File: config.mk
export PLATFORM = sky130hd
export DESIGN_NAME = bias_accum_relu
export DESIGN_NICKNAME = d
export VERILOG_FILES = /design/src/rtl/bias_accum_relu_pkg.sv /design/src/rtl/bias_lane_sat.sv /design/src/rtl/bias_accum_relu.sv
export SDC_FILE = /design/constraint.sdc
export NUM_CORES = 2
export LEC_CHECK = 0
export BUFFER_PORTS_ARGS = -buffer_cell sky130_fd_sc_hd__buf_2
export CORE_MARGIN = 2
export CORE_UTILIZATION = 42
export DETAILED_ROUTE_END_ITERATION = 8
export PLACE_DENSITY = 0.63
export SLEW_MARGIN = 15
export SYNTH_ARGS = -nofsm -noshare
export SYNTH_HDL_FRONTEND = slang
export SYNTH_SLANG_ARGS = --single-unit
File: constraint.sdc
create_clock -name clk -period 20.4 [get_ports clk]
set_input_delay 1.02 -clock clk [delete_from_list [all_inputs] [get_ports clk]]
set_output_delay 1.02 -clock clk [all_outputs]
set_load 0.1 [all_outputs]
File: src/rtl/bias_accum_relu_pkg.sv
// Shared definitions for the bias/accumulate/ReLU post-processing stage:
// default widths, saturation bounds, FSM state type and lane packing helper.
package bias_accum_relu_pkg;

  localparam int N_LANES_DEF = 16;
  localparam int DATA_W_DEF  = 18;
  localparam int ACC_W_DEF   = 26;

  localparam logic signed [DATA_W_DEF-1:0] SAT_MAX = {1'b0, {(DATA_W_DEF-1){1'b1}}};
  localparam logic signed [DATA_W_DEF-1:0] SAT_MIN = {1'b1, {(DATA_W_DEF-1){1'b0}}};

  typedef enum logic {
    ST_FIRST,
    ST_ACCUM
  } acc_state_e;

  // Lowest bit index of a lane inside a packed multi-lane bus.
  function automatic int lane_lo(input int lane, input int width);
    return lane * width;
  endfunction

endpackage

File: src/rtl/bias_lane_sat.sv
// One lane of the output path: add bias to the accumulated sum, optional
// ReLU, then saturate to DATA_W signed and flag any clipping.
module bias_lane_sat
  import bias_accum_relu_pkg::*;
#(
  parameter int DATA_W  = DATA_W_DEF,
  parameter int ACC_W   = ACC_W_DEF,
  parameter bit RELU_EN = 1'b1
) (
  input  logic signed [ACC_W-1:0]  i_acc,
  input  logic signed [DATA_W-1:0] i_bias,
  output logic [DATA_W-1:0]        o_res,
  output logic                     o_clip
);

  localparam int SUM_W = ACC_W + 1;

  logic [SUM_W-1:0] w_sum;
  logic             w_neg;
  logic             w_ovf;

  assign w_sum = {i_acc[ACC_W-1], i_acc} + {{(SUM_W-DATA_W){i_bias[DATA_W-1]}}, i_bias};
  assign w_neg = w_sum[SUM_W-1];

  // The sum fits in DATA_W only when all bits above its sign bit repeat it.
  assign w_ovf = (w_sum[SUM_W-1:DATA_W-1] != {(SUM_W-DATA_W+1){w_sum[DATA_W-1]}});

  always_comb begin
    o_res  = w_sum[DATA_W-1:0];
    o_clip = 1'b0;
    if (RELU_EN && w_neg) begin
      o_res = '0;
    end else if (w_ovf) begin
      o_clip = 1'b1;
      o_res  = w_neg ? {1'b1, {(DATA_W-1){1'b0}}} : {1'b0, {(DATA_W-1){1'b1}}};
    end
  end

endmodule

File: src/rtl/bias_accum_relu.sv
// Per-lane accumulator over partial-sum beats of one pixel; on the last beat
// the biased, ReLU'd, saturated pixel is registered behind a valid/ready port.
module bias_accum_relu
  import bias_accum_relu_pkg::*;
#(
  parameter int N_adder_tree = N_LANES_DEF,
  parameter int DATA_W       = DATA_W_DEF,
  parameter int ACC_W        = ACC_W_DEF,
  parameter bit RELU_EN      = 1'b1
) (
  input  logic                           clk,
  input  logic                           rst,
  input  logic                           in_valid,
  output logic                           in_ready,
  input  logic                           in_last,
  input  logic [N_adder_tree*DATA_W-1:0] in_data,
  input  logic [N_adder_tree*DATA_W-1:0] bias,
  output logic                           out_valid,
  input  logic                           out_ready,
  output logic [N_adder_tree*DATA_W-1:0] out_data,
  output logic                           sat_flag,
  output logic [15:0]                    pix_count
);

  localparam int BUS_W = N_adder_tree * DATA_W;

  acc_state_e              r_state;
  acc_state_e              w_state_next;
  logic signed [ACC_W-1:0] r_acc      [N_adder_tree];
  logic signed [ACC_W-1:0] w_acc_next [N_adder_tree];
  logic [BUS_W-1:0]        w_res;
  logic [BUS_W-1:0]        r_out_data;
  logic [N_adder_tree-1:0] w_clip;
  logic                    r_out_valid;
  logic                    r_sat;
  logic [15:0]             r_pix;
  logic                    w_accept;
  logic                    w_out_hs;
  logic                    w_done;

  // A new beat may enter whenever the result register is empty or draining.
  assign in_ready  = !r_out_valid || out_ready;
  assign w_accept  = in_valid && in_ready;
  assign w_out_hs  = r_out_valid && out_ready;
  assign w_done    = w_accept && in_last;

  assign out_valid = r_out_valid;
  assign out_data  = r_out_data;
  assign sat_flag  = r_sat;
  assign pix_count = r_pix;

  for (genvar i = 0; i < N_adder_tree; i++) begin : g_lane
    logic signed [DATA_W-1:0] w_in;
    logic signed [DATA_W-1:0] w_bias;

    assign w_in   = in_data[lane_lo(i, DATA_W) +: DATA_W];
    assign w_bias = bias[lane_lo(i, DATA_W) +: DATA_W];
    assign w_acc_next[i] = (r_state == ST_FIRST)
                         ? {{(ACC_W-DATA_W){w_in[DATA_W-1]}}, w_in}
                         : r_acc[i] + {{(ACC_W-DATA_W){w_in[DATA_W-1]}}, w_in};

    bias_lane_sat #(
      .DATA_W (DATA_W),
      .ACC_W  (ACC_W),
      .RELU_EN(RELU_EN)
    ) u_sat (
      .i_acc (w_acc_next[i]),
      .i_bias(w_bias),
      .o_res (w_res[lane_lo(i, DATA_W) +: DATA_W]),
      .o_clip(w_clip[i])
    );
  end

  always_ff @(posedge clk or posedge rst) begin
    if (rst) r_state <= ST_FIRST;
    else     r_state <= w_state_next;
  end

  always_comb begin
    w_state_next = r_state;
    if (w_accept) w_state_next = in_last ? ST_FIRST : ST_ACCUM;
  end

  // Stale accumulator contents after a last beat are harmless: FIRST reloads.
  always_ff @(posedge clk or posedge rst) begin
    if (rst) begin
      for (int i = 0; i < N_adder_tree; i++) r_acc[i] <= '0;
    end else if (w_accept) begin
      for (int i = 0; i < N_adder_tree; i++) r_acc[i] <= w_acc_next[i];
    end
  end

  always_ff @(posedge clk or posedge rst) begin
    if (rst) begin
      r_out_valid <= 1'b0;
      r_out_data  <= '0;
      r_sat       <= 1'b0;
      r_pix       <= '0;
    end else begin
      if (w_done) begin
        r_out_valid <= 1'b1;
        r_out_data  <= w_res;
      end else if (w_out_hs) begin
        r_out_valid <= 1'b0;
      end
      if (w_done && (|w_clip)) r_sat <= 1'b1;
      if (w_out_hs) r_pix <= r_pix + 16'd1;
    end
  end

endmodule

==> impl_metrics.tcl <==
set metrics [dict create \
    fin_tns_setup_ns 0 \
    synth.cell_area_um2 70000 \
    max_freq_mhz 125 \
    tightest_slew_ns 1.13 \
    cts_sinks 723 \
    path_clk_slew_ns 0.06 \
    setup_viol 0 \
    ff_latch_area_um2 18100 \
    cap_viol_max_count 0 \
    yosys.area_share.simple_pct 17.5 \
    ys_seq_area_share_pct 25.8 \
    cts_root_buffer "clkbuf_16" \
    post-cts-setup-buffers 0 \
    multiInputGateArea_um2 50100 \
    via_count 65400 \
    wirelength_um 212000 \
    drive_above_1_share_pct 16.3 \
    cts_tree "done" \
    grt_start_max_net_pins 153 \
    yosysUniqueCellTypes 85 \
    grt_overflow 0 \
    ys_ff_latch 723 \
    globalplace.congestion 0.910 \
    die_x_um 412 \
    drc 0 \
    cp.arrival_ns 8.58 \
    hold_viol_final 0 \
    hpwl_um 163000 \
    fin_skew_ns 0.0417 \
    synth_top_area_share_pct 25.8 \
    yosys-mux-area-fraction_pct 5.97 \
    core.rowCount 149 \
    antenna_found_initial 103 \
    async_flop_share_pct 100 \
    finalMaxSlewViolations 0 \
    start_util_pct 42.4 \
    ant_nets 0 \
    min_path_type "primary input to async pin" \
    end_kind "register" \
    reg2reg_depth 29 \
    synthAdderAreaFrac_pct 15.5 \
    grt_pass1_wl_um 337000 \
    nFillCells 16200 \
    timing.rr.end "sat_flag" \
    yosys-top-cells-count "1436 x nand2_1, 860 x o21ai_0, 817 x ha_1" \
    core_area_um2 165000 \
    h-tree-depth 3 \
    path_common_cell "a21o_1" \
    synth_top_family_by_area "compound AO/OA/AOI/OAI gates" \
    clkLatencyLatePin_ns 0.75 \
    synth_area_leaders "dfrtp_1 26%, ha_1 15%, nand2_1 7.7%" \
    slew_headroom_pct 24.2 \
    ys_warn_count 0 \
    first_iter_violations 3836 \
    final_nets 10800 \
    syn_area_per_cell_um2 8.17 \
    r2r_start "r_acc[312]" \
    synth_edf_count 0 \
    yosysMostFrequentCell "nand2_1" \
    drtPass1Iterations 6 \
    die_area_um2 170000 \
    io_pins 888 \
    path_max_fanout 20 \
    numCtsBuffers 94 \
    portBuffers 887 \
    crit_type "primary input to register" \
    finalCritPeriodShare_pct 39.2 \
    dieHeight_um 412 \
    vias_per_cell 5.61 \
    reg2reg_setup_slack_ns 12.43 \
    netlist_instances 8571 \
    syn2layout_area_growth_pct 14.4 \
    wl_per_cell_um 18.2 \
    post-route-min-period_ns 7.99 \
    required_ns 20.99 \
    synth-compound-area-share_pct 23.7 \
    yosys.area.top_type "dfrtp_1" \
    cp_slowest_stage_delay_ns 0.68 \
    startpoint_type "primary input" \
    clk_path_buf_depth 3 \
    syn_nets 10000 \
    rsz0062_at_grt "no" \
    synth_flop_cell "dfrtp_1" \
    synthXorXnorAreaFrac_pct 8.80 \
    grt_usage_pct 24.2 \
    status "finished, final reports clean" \
    cts_hold_buffers 0 \
    cp_slowest_cell "a22oi_1" \
    cts_resized 0 \
    grt_pass1_vias 63900 \
]
[placed cells by master (no fill, tap or decap), drive strengths merged, types with 34 or more instances in the layout]
master  Yosys  routed
and2       35      35
buf        22     938
or2        34      34
nand2b    103     103
a211oi    108     108
nor2b     115     115
xnor2     491     491
nand4      37      37
nor3      131     131
mux2      343     343
nor2      502     502
and3       63      63
o21ai     868     868
o21bai    103     103
a31oi     107     107
dfrtp     723     723
or3        60      60
inv       223     226
nand3     144     144
diode       0      61
xor2      212     212
a21oi     613     613
clkbuf    257     130
a21o      351     351
o211ai     42      42
o21a       94      94
ha        817     817
o31ai      57      57
nand2    1436    1436
[critical path, delay by kind of cell]
family / cells / cell delay [ns]
fa+ha+maj: 3 / 0.83
xor+xnor: 1 / 0.13
buf+inv: 3 / 0.23
compound gates: 17 / 5.25
simple gates: 6 / 1.12
[per-layer routing]
layer | GRT usage, % | share of wire [%]
met5 | 0 | 0.17
met4 | 9.50 | 3.4
met3 | 4.64 | 5.6
met2 | 40.0 | 46
met1 | 31.0 | 45
[registers in the layout, summed over array words and instances, names as in the netlist]
signal and cells:
r_acc 416, out_data 288, out_valid 1, sat_flag 1
pix_count 16, r_state 1
[per-stage QoR]
step           std cells  utilization, %  hold WS [ns]  cell area (um^2)  setup WS, ns
5_1_grt            11600            48.5         0.293             80100         11.54
3_3_place_gp       11400            46.4         0.456             76600         11.51
2_1_floorplan       8571               -         0.443             70000          9.48
6_report           11700            48.5         0.305             80100         12.41
4_1_cts            11600            48.4         0.246             79900         12.03
3_5_place_dp       11400            46.4         0.463             76600         11.25
[kinds of logic (layout without fill, tap and decap cells)]
group                    after synthesis  after routing
AO/OA/AOI/OAI                       2658           2658
XOR/XNOR                             703            703
adder cells (fa/ha/maj)              849            849
buffers and inverters                502           1334
flip-flops                           723            723
multiplexers                         375            375
other                                  0             61
AND/OR/NAND/NOR                     2761           2761
[cell type report]
type / count / area share, %
flip-flops and latches: 723 / 22.6
clock buffers: 130 / 3.45
diodes: 61 / 0.191
clock inverters: 43 / 0.683
multi-input cells: 7346 / 62.6
well taps: 2189 / 3.42
repair buffers: 938 / 6.05
inverters: 223 / 1.06
[how the worst max path moves through the flow]
stage	end	from	slack [ns]
after detailed placement	sat_flag	in_data[162]	11.25
after CTS	sat_flag	r_acc[156]	12.03
after global placement	sat_flag	in_data[162]	11.51
after global routing	sat_flag	r_acc[312]	11.54
after floorplan	out_data[0]	rst	9.48
final	sat_flag	in_data[54]	12.41
Power is not shown: default switching activity piles up to over one toggle a cycle in this logic, so the estimate is an artifact.
